<file path="config.mk">
export PLATFORM = sky130hd
export DESIGN_NAME = sr_drive_ctrl
export DESIGN_NICKNAME = d
export VERILOG_FILES = /design/src/rtl/sr_drive_ctrl.sv
export SDC_FILE = /design/constraint.sdc
export NUM_CORES = 1
export LEC_CHECK = 0
export CAP_MARGIN = 20
export CORE_MARGIN = 1.5
export CORE_UTILIZATION = 50
export DETAILED_ROUTE_END_ITERATION = 12
export GPL_TIMING_DRIVEN = 0
export HOLD_SLACK_MARGIN = 0.12
export MAX_ROUTING_LAYER = met4
export PLACE_DENSITY = 0.72
export SETUP_SLACK_MARGIN = 0.2
export SLEW_MARGIN = 10
export SYNTH_ARGS = -nofsm -noshare
export SYNTH_HDL_FRONTEND = slang
export SYNTH_SLANG_ARGS = --single-unit
</file>
<file path="constraint.sdc">
create_clock -name clock -period 5.78 [get_ports clock]
set_input_delay 0.867 -clock clock [delete_from_list [all_inputs] [get_ports clock]]
set_output_delay 0.867 -clock clock [all_outputs]
set_load 0.05 [all_outputs]
</file>
<file path="src/rtl/sr_drive_ctrl.sv">
// sr_drive_ctrl: command sequencer in front of an SR flip-flop stage.
// Queues set/clear requests, turns each into a clean s or r pulse (never
// both), then watches the q/qbar feedback to confirm the new state.
// Reports confirmations (done), rejected requests (drop) and sticky
// confirmation timeouts (err).
module sr_drive_ctrl #(
    parameter int PULSE_W = 2,  // cycles s or r is held high per command
    parameter int TIMEOUT = 8,  // cycles allowed after the pulse for feedback
    parameter int DEPTH   = 4   // command queue depth, power of two
) (
    input  logic clock,
    input  logic reset,
    input  logic set_req,
    input  logic clr_req,
    output logic req_ready,
    input  logic q,
    input  logic qbar,
    output logic s,
    output logic r,
    output logic busy,
    output logic done,
    output logic err,
    output logic drop
);

    localparam int PTR_W  = $clog2(DEPTH);
    localparam int CNT_W  = PTR_W + 1;
    localparam int PCNT_W = $clog2(PULSE_W + 1);
    localparam int TCNT_W = $clog2(TIMEOUT + 1);

    typedef enum logic [1:0] {
        ST_IDLE,
        ST_PULSE,
        ST_CHECK
    } state_e;

    state_e              state_q, state_d;
    logic                fifo_q [DEPTH];
    logic [PTR_W-1:0]    wr_ptr_q, wr_ptr_d;
    logic [PTR_W-1:0]    rd_ptr_q, rd_ptr_d;
    logic [CNT_W-1:0]    count_q, count_d;
    logic                target_q, target_d;
    logic [PCNT_W-1:0]   pcnt_q, pcnt_d;
    logic [TCNT_W-1:0]   tcnt_q, tcnt_d;
    logic                s_q, s_d;
    logic                r_q, r_d;
    logic                done_q, done_d;
    logic                drop_q, drop_d;
    logic                err_q, err_d;
    logic                ready_q, ready_d;

    logic req_valid;
    logic req_both;
    logic full;
    logic push;
    logic pop;
    logic head;
    logic confirmed;

    // Request decode, queue pointer/count bookkeeping and drop detection.
    always_comb begin
        // NOTE: every signal written here gets a default first so no path
        // leaves it unassigned; otherwise synthesis infers a latch.
        req_valid = set_req ^ clr_req;
        req_both  = set_req & clr_req;
        // Fullness uses the registered count: a pop on the same edge does
        // not make room for an incoming request.
        full      = (count_q == CNT_W'(DEPTH));
        push      = req_valid & ~full;
        pop       = (state_q == ST_IDLE) && (count_q != '0);
        head      = fifo_q[rd_ptr_q];

        wr_ptr_d  = push ? wr_ptr_q + PTR_W'(1) : wr_ptr_q;
        rd_ptr_d  = pop  ? rd_ptr_q + PTR_W'(1) : rd_ptr_q;

        count_d = count_q;
        case ({push, pop})
            2'b10:   count_d = count_q + CNT_W'(1);
            2'b01:   count_d = count_q - CNT_W'(1);
            default: count_d = count_q;
        endcase

        ready_d = (count_d < CNT_W'(DEPTH));
        drop_d  = req_both | (req_valid & full);
    end

    // Sequencer: pop a command, drive the pulse, then wait for feedback.
    always_comb begin
        state_d  = state_q;
        target_d = target_q;
        pcnt_d   = pcnt_q;
        tcnt_d   = tcnt_q;
        s_d      = 1'b0;
        r_d      = 1'b0;
        done_d   = 1'b0;
        err_d    = err_q;
        // q == qbar is invalid feedback and never counts as confirmation.
        confirmed = (q == target_q) && (qbar == ~target_q);

        case (state_q)
            ST_IDLE: begin
                if (pop) begin
                    target_d = head;
                    pcnt_d   = PCNT_W'(PULSE_W);
                    s_d      = head;
                    r_d      = ~head;
                    state_d  = ST_PULSE;
                end
            end
            ST_PULSE: begin
                s_d    = s_q;
                r_d    = r_q;
                pcnt_d = pcnt_q - PCNT_W'(1);
                if (pcnt_q == PCNT_W'(1)) begin
                    s_d     = 1'b0;
                    r_d     = 1'b0;
                    tcnt_d  = TCNT_W'(TIMEOUT);
                    state_d = ST_CHECK;
                end
            end
            ST_CHECK: begin
                if (confirmed) begin
                    done_d  = 1'b1;
                    state_d = ST_IDLE;
                end else if (tcnt_q == '0) begin
                    err_d   = 1'b1;
                    state_d = ST_IDLE;
                end else begin
                    tcnt_d = tcnt_q - TCNT_W'(1);
                end
            end
            default: state_d = ST_IDLE;
        endcase
    end

    // Queue storage: written on accepted pushes only.
    always_ff @(posedge clock) begin
        // NOTE: the storage array is deliberately not reset; the pointers and
        // count are, so stale entries are never read after a flush.
        if (push) begin
            fifo_q[wr_ptr_q] <= set_req;
        end
    end

    // Control and output registers with synchronous reset.
    always_ff @(posedge clock) begin
        // NOTE: non-blocking assignments here so every register samples the
        // pre-edge values computed by the combinational blocks.
        if (reset) begin
            state_q  <= ST_IDLE;
            wr_ptr_q <= '0;
            rd_ptr_q <= '0;
            count_q  <= '0;
            target_q <= 1'b0;
            pcnt_q   <= '0;
            tcnt_q   <= '0;
            s_q      <= 1'b0;
            r_q      <= 1'b0;
            done_q   <= 1'b0;
            drop_q   <= 1'b0;
            err_q    <= 1'b0;
            ready_q  <= 1'b1;
        end else begin
            state_q  <= state_d;
            wr_ptr_q <= wr_ptr_d;
            rd_ptr_q <= rd_ptr_d;
            count_q  <= count_d;
            target_q <= target_d;
            pcnt_q   <= pcnt_d;
            tcnt_q   <= tcnt_d;
            s_q      <= s_d;
            r_q      <= r_d;
            done_q   <= done_d;
            drop_q   <= drop_d;
            err_q    <= err_d;
            ready_q  <= ready_d;
        end
    end

    assign s         = s_q;
    assign r         = r_q;
    assign busy      = (state_q != ST_IDLE);
    assign done      = done_q;
    assign drop      = drop_q;
    assign err       = err_q;
    assign req_ready = ready_q;

endmodule
</file>
# Word-level counts from Yosys, hierarchy flattened
# Memories as Yosys holds them, arrays and structs flattened. A register that Yosys moved wholly into a read port is not among the register bits.
# Index checks and enable logic that the tools add are counted.
[totals]
ramBits = 4
out_inout_bits = 7
ff_bits = 22
n_memories = 1
[mem_list]
columns = ["name", "words", "word_bits", "read_ports", "rd_ports_with_merged_regs", "write_ports", "line_no", "text"]
rows = [
  ["fifo_q", 4, 1, 1, 1, 1, "38", "logic fifo_q [DEPTH];"],
]
[classes]
reduce_logical = 14
n_eq_ne = 13
n_bitwise = 10
order_cmp = 1
mux = 22
add_sub_neg = 6
[ops]
columns = ["operator", "count"]
rows = [
  ["$mux W2", 7],
  ["$mux W4", 3],
  ["$ne A2 B2 Y1 const B", 4],
  ["$pmux W4 S2", 1],
  ["$eq A2 B1 Y1 const B", 3],
  ["$mux W1", 6],
  ["$pmux W2 S3", 1],
  ["$pmux W3 S2", 1],
  ["$reduce_and A3 Y1", 2],
  ["$reduce_bool A2 Y1", 3],
  ["$not A1 Y1", 5],
  ["$add A2 B1 Y2 const B", 2],
  ["$eq A2 B2 Y1 const B", 2],
  ["$logic_not A4 Y1", 1],
  ["$pmux W1 S2", 2],
  ["$pmux W2 S2", 1],
  ["$reduce_and A2 Y1", 2],
  ["$reduce_and A4 Y1", 1],
  ["$sub A4 B1 Y4 const B", 1],
  ["$add A3 B1 Y3 const B", 1],
  ["$and A1 B1 Y1", 3],
  ["$eq A3 B3 Y1 const B", 1],
  ["$lt A3 B3 Y1 const B", 1],
  ["$ne A3 B3 Y1 const B", 1],
  ["9 further kinds", 11],
]

# Logic depth before layout (Yosys ltp)
# Gate-level depths: netlist of the first run.
[depth]
ltp_word = 6
mapped_depth = 9
ltp_nobuf = 9

# Least setup slack after synthesis of the first run
# Ideal clock, no wire load.
[synth_path]
path_type = "input-to-reg"
start = "input port set_req"
end = "register ready_q (netlist: req_ready)"
required_ps = 5660
setup_time_ps = 120
path_slack_ps = 3072
t_arrival_ps = 2588
cell_stages = 9
cell_sequence = "ha_1 -> a21boi_2 -> inv_1 -> ha_1 -> fa_1 -> xnor2_1 -> nor2_1 -> xnor2_1 -> or2_1"
[synth_via]
elab_chain_len = 5
[synth_rtl]
columns = ["element", "line_no", "text"]
rows = [
  ["start, declared", "13", "input logic set_req,"],
  ["$xor A1 B1 Y1 *", "64", "req_valid = set_req ^ clr_req;"],
  ["$and A1 B1 Y1 *", "69", "push = req_valid & ~full;"],
  ["$eq A2 B1 Y1 or $eq A2 B2 Y1 (tied branches)", "77", "case ({push, pop})"],
  ["$pmux W3 S2 *", "77", ""],
  ["$lt A3 B3 Y1 *", "83", "ready_d = (count_d < CNT_W'(DEPTH));"],
  ["end signal, assigned", "176", "ready_q <= ready_d;"],
  ["end, declared", "50", "logic ready_q, ready_d;"],
]
# Every way passes the cells marked *; elsewhere a longest branch is shown, timed or not.
# A chain may end at the register's enable or synchronous reset.

# Final worst setup path of the first run
# Ends and elaborated chain as after synthesis.

==> flow_metrics.tcl, run 1 <==
set metrics [dict create \
    clock.fmax_mhz 328 \
    path_clk_slew_ns 0.14 \
    vdd_drop_max_mv 0.285 \
    finalHoldViolations 0 \
    synth_edf_count 4 \
    gr-usage-all-layers 0.180 \
    drive_above_1_share 0.0929 \
    ios 13 \
    p_int_uw 391 \
    synthesis.nets 140 \
    arrival_ns 3.29 \
    dieArea_um2 2870 \
    cts_tree "done" \
    finalSetupTns_ns 0 \
    grt_pass1_wl_mm 3.64 \
    antenna_cells 0 \
    antenna_found_initial 0 \
    multi_input_area_um2 638 \
    row_count 18 \
    fin_ws_ns 2.73 \
    die_h_um 53.6 \
    io_buffers 12 \
    cts_resized 0 \
    gp_congestion 0.744 \
    wl_per_cell_um 12.0 \
    synth_top_area_frac 0.375 \
    syn2layout_area_growth_pct 14.4 \
    p_leak_uw 0.000573 \
    cts_setup_buffers 0 \
    drtAntennaViolNets 0 \
    crit_type "primary input to flip-flop" \
    worst-path-max-fanout 7 \
    drtPass1Iterations 4 \
    yosys_warnings 0 \
    timing.final.crit_share 0.528 \
    final.fill_count 231 \
    drv_slew 0 \
    num_vias 892 \
    routed_wl_mm 2.05 \
    fin_crit_ns 3.05 \
    hpwl_mm 1.64 \
    seq_area_frac_synth 0.469 \
    synth-seq-cells 28 \
    grt_overflow 0 \
    clockBufferDepth 2 \
    syn_inst 124 \
    async_reset_ff_frac 0 \
    cts-root-buf "clkbuf_4" \
    drc 0 \
    p_switching_uw 246 \
    drt-initial-drc-count 4 \
    place_ws_ns 2.34 \
    drv_cap 0 \
    clockPowerShare 0.128 \
    seqPwrFrac 0.435 \
    rsz0062_at_grt "no" \
    end_kind "flip-flop" \
    initial_core_util 0.521 \
    clock_skew_ns 0.00287 \
    nets 157 \
    synth_top_cell_by_area "dfxtp_1" \
    synth_flop_cell "dfxtp_1" \
    vias_per_cell 5.25 \
    critPathLaunchType "primary input" \
    status "finished, final reports clean" \
    hold_buffers 0 \
    critPathRequiredTime_ns 6.02 \
    clock_latency_ns 0.32 \
    worstMarginPinSlew_ns 0.496 \
    die_w_um 53.6 \
    syn_area_um2 1280 \
    slew_headroom 0.668 \
    yosysUniqueCellTypes 36 \
    syn_avg_cell_area_um2 10.3 \
    p_sw_frac 0.386 \
    cts_sinks 28 \
    grt_max_degree 16 \
    cts_buffers 3 \
    setup-violations-final 0 \
    core_um2 2450 \
    hold_class "flip-flop to flip-flop" \
    p_comb_frac 0.437 \
    synth.area.top_cells "dfxtp_1 (38%), edfxtp_1 (9.4%), ha_1 (8.8%), nor2_1 (6.2%), xnor2_1 (3.4%)" \
    grt_pass1_vias 895 \
    ff_latch_area_um2 601 \
    cts_max_level 1 \
    powerDensity_nw_per_um2 435 \
]
[area by class of cell]
type,count,area share
sequential,28,0.410
tap,30,0.0256
clock buffer,3,0.0154
multi-input combinational,85,0.436
timing repair buffer,12,0.0821
buffer,2,0.00513
clock inverter,1,0.00256
inverter,9,0.0231
[power groups by stage]
stage	combinational [µW]	clock (µW)	sequential, µW
final	279	81.3	277
after global routing	313	91.3	285
after CTS	282	82.5	279
after detailed placement	280	0	284
after global placement	270	0	281
after floorplan	196	0	302
[per-layer routing]
metal / up-vias / global-route usage / wire length (µm)
met5: - / - / 0
met2: 14 / 0.317 / 1040
li1: 450 / - / -
met1: 426 / 0.199 / 919
met4: 0 / 0.0769 / 19
met3: 2 / 0.0306 / 65
[worst paths after layout]
kind	start	end	slack, ns	cells after the start
worst min-delay path	s$_SDFFE_PP0P_	s$_SDFFE_PP0P_	0.48	2
worst min register to register	s$_SDFFE_PP0P_	s$_SDFFE_PP0P_	0.48	2
worst max-delay path	set_req	req_ready$_SDFF_PP1_	2.73	10
worst max register to register	flip-flop	req_ready$_SDFF_PP1_	3.54	9
[synthesized netlist by cell type (3+ instances only)]
cell type  instances
dfxtp_1           24
nor2_1            21
ha_1               9
inv_1              8
a21oi_1            7
nand2_1            6
xnor2_1            5
and2_1             4
edfxtp_1           4
nor3_1             3
[placed cells by master (no fill, tap or decap), drive strengths merged, types with 2 or more instances in the layout]
cell type and instances:
nor2 21, xor2 2, a21oi 8, nand3b 2
mux2 2, mux2i 2, nand2b 2, and2 4
nand2 6, nor3 4, xnor2 5, ha 9
nor3b 2, clkdlybuf4s50 12, dfxtp 24, edfxtp 4
clkbuf 5, inv 9
[worst max-delay path, cell delays in order]
cell             delay, ns
clkdlybuf4s50_1       0.50
ha_1                  0.34
a21boi_2              0.30
inv_1                 0.08
ha_1                  0.24
fa_1                  0.39
xnor2_1               0.17
nor2_1                0.07
xnor2_1               0.13
or2_1                 0.20
[metrics by stage]
| stage | instances | util | hold WS [ns] | total power, µW | area [µm²] |
|---|---|---|---|---|---|
| after global placement | 166 | 0.586 | 0.445 | 551 | 1440 |
| after CTS | 170 | 0.596 | 0.479 | 643 | 1460 |
| after global routing | 170 | 0.596 | 0.525 | 689 | 1460 |
| final | 170 | 0.596 | 0.481 | 637 | 1460 |
| after floorplan | 124 | - | 0.461 | 498 | 1280 |
| after detailed placement | 166 | 0.586 | 0.460 | 564 | 1440 |
[logic make-up (layout without fill, tap and decap cells)]
family,after synthesis,count (layout),synth area share
multiplexers,5,5,0.0508
AO/OA/AOI/OAI,16,16,0.0909
buffers and inverters,11,27,0.0323
AND/OR/NAND/NOR,47,47,0.205
XOR/XNOR,7,7,0.0479
adder cells (fa/ha/maj),10,10,0.104
flip-flops,28,28,0.469
Note: power is estimated with default switching activity, not from simulation.
==> inputs of run 2 (changes only) <==
==> constraint.sdc (replaced) <==
create_clock -name clock -period 3.2 [get_ports clock]
set_input_delay 0.48 -clock clock [delete_from_list [all_inputs] [get_ports clock]]
set_output_delay 0.48 -clock clock [all_outputs]
set_load 0.05 [all_outputs]
==> results of run 2 <==
The final DEF is identical to that of run 1. Status: finished, final reports clean.
Among the figures that moved: setup slack after placement 2.34 ns -> 0.147 ns; setup slack after layout 2.73 ns -> 0.535 ns; register-to-register setup slack 3.54 ns -> 0.96 ns; total power 637 µW -> 1150 µW; worst IR drop on VDD 0.285 mV -> 0.515 mV
==> inputs of run 3 (changes only) <==
==> constraint.sdc (replaced) <==
create_clock -name clock -period 2.8 [get_ports clock]
set_input_delay 0.42 -clock clock [delete_from_list [all_inputs] [get_ports clock]]
set_output_delay 0.42 -clock clock [all_outputs]
set_load 0.05 [all_outputs]
==> run 3 against run 2 <==
  * Flip-flop and latch count stayed put
  * Non-clock buffer count is 1 higher
  * Via count rose by 0.67%
  * Setup slack worse by 0.23 ns
  * Combinational power up 17%
  * Total power up 16%
  * Critical path depth did not move
  * Sequential share of layout area fell by 0.42 points
  * Critical endpoint unchanged
  * Largest power group unchanged
==> flow_metrics.tcl, run 3 (same netlist as run 1, synthesis figures left out) <==
set metrics [dict create \
    worstMarginPinSlew_ns 0.496 \
    status "finished, final reports clean" \
    gr-usage-all-layers 0.180 \
    drv_slew 0 \
    vdd_drop_max_mv 0.651 \
    grt_max_degree 16 \
    routed_wl_mm 2.11 \
    cts_max_level 1 \
    fin_total_pwr_uw 1330 \
    core_um2 2450 \
    whs_ns 0.481 \
    layout_common_cells "dfxtp_1 (24), nor2_1 (21), clkdlybuf4s50_1 (12)" \
    final_util 0.602 \
    critPathLaunchType "primary input" \
    critPathRequiredTime_ns 3.04 \
    rsz0062_at_grt "no" \
    antenna_found_initial 0 \
    cts_buffers 3 \
    clock_latency_ns 0.32 \
    antenna_cells 0 \
    hpwl_mm 1.64 \
    grt_pass1_vias 895 \
    num_vias 898 \
    final_common_cell "dfxtp_1" \
    drc 0 \
    initial_core_util 0.521 \
    p_leak_uw 0.000583 \
    worst-path-max-fanout 5 \
    drv_cap 0 \
    nets 158 \
    path_clk_slew_ns 0.14 \
    end_kind "flip-flop" \
    hold_class "flip-flop to flip-flop" \
    dieArea_um2 2870 \
    wl_per_cell_um 12.3 \
    drt-initial-drc-count 6 \
    vias_per_cell 5.25 \
    die_h_um 53.6 \
    grt_pass1_wl_mm 3.64 \
    arrival_ns 2.73 \
    ios 13 \
    syn2layout_area_growth_pct 15.5 \
    finalHoldViolations 0 \
    drive_above_1_share 0.0993 \
    cts_sinks 28 \
    slew_headroom 0.668 \
    row_count 18 \
    cts-root-buf "clkbuf_4" \
    die_w_um 53.6 \
    clock_skew_ns 0.00301 \
    setup-violations-final 0 \
    io_buffers 12 \
    cts_tree "done" \
    drtPass1Iterations 4 \
    gp_congestion 0.744 \
    drtAntennaViolNets 0 \
    clock.fmax_mhz 402 \
    clockBufferDepth 2 \
    fin_crit_ns 2.49 \
    hold_buffers 0 \
    crit_type "primary input to flip-flop" \
    grt_overflow 0 \
    timing.final.crit_share 0.889 \
    powerDensity_nw_per_um2 902 \
]
## run 3: cell count changes in the layout (fill, tap and decap cells not counted)
cell,before,now
a21boi_4,0,1
buf_4,0,1
a21boi_2,1,0
## run 3: power by group
group | switching (µW) | total, µW | internal, µW
clock network | 115 | 168 | 52.3
logic | 336 | 591 | 255
registers | 68.9 | 576 | 507
## run 3: critical path: stages
cell,delay [ns]
clkdlybuf4s50_1,0.50
ha_1,0.34
a21boi_4,0.21
inv_1,0.06
ha_1,0.23
fa_1,0.39
xnor2_1,0.17
nor2_1,0.07
xnor2_1,0.13
or2_1,0.20
## run 3: path summary, 6_finish.rpt
check | from | endpoint | slack [ns] | cells after the start
min reg2reg | s$_SDFFE_PP0P_ | s$_SDFFE_PP0P_ | 0.48 | 2
max reg2reg | flip-flop | req_ready$_SDFF_PP1_ | 0.48 | 9
min | s$_SDFFE_PP0P_ | s$_SDFFE_PP0P_ | 0.48 | 2
max | set_req | req_ready$_SDFF_PP1_ | 0.31 | 10
## run 3: metal layers
metal / vias to the layer above / track usage / share of wire
met3: 2 / 0.0306 / 0.031
met5: - / - / 0
li1: 450 / - / -
met4: 0 / 0.0769 / 0.0090
met1: 432 / 0.199 / 0.44
met2: 14 / 0.317 / 0.52
## run 3: layout make-up
class,instances,area (µm²)
Clock inverter,1,3.75
Sequential cell,28,601
Fill cell,234,976
Buffer,2,7.51
Inverter,9,33.8
Tap cell,30,37.5
Timing Repair Buffer,13,128
Multi-Input combinational cell,85,646
Clock buffer,3,22.5
## run 3: per-stage QoR
step           area (µm²)  std cells  worst slack [ns]  setup TNS [ns]
6_report             1480        171             0.310               0
5_1_grt              1480        171             0.213               0
4_1_cts              1470        170             0.218               0
3_5_place_dp         1440        166            -0.193          -0.290
3_3_place_gp         1440        166            -0.109          -0.121
2_1_floorplan        1280        124             0.539               0
## run 3: what timing repair did
action,4_1_cts,5_1_grt
resized for setup,1,0
setup endpoints to repair,1,1
setup buffers,0,1
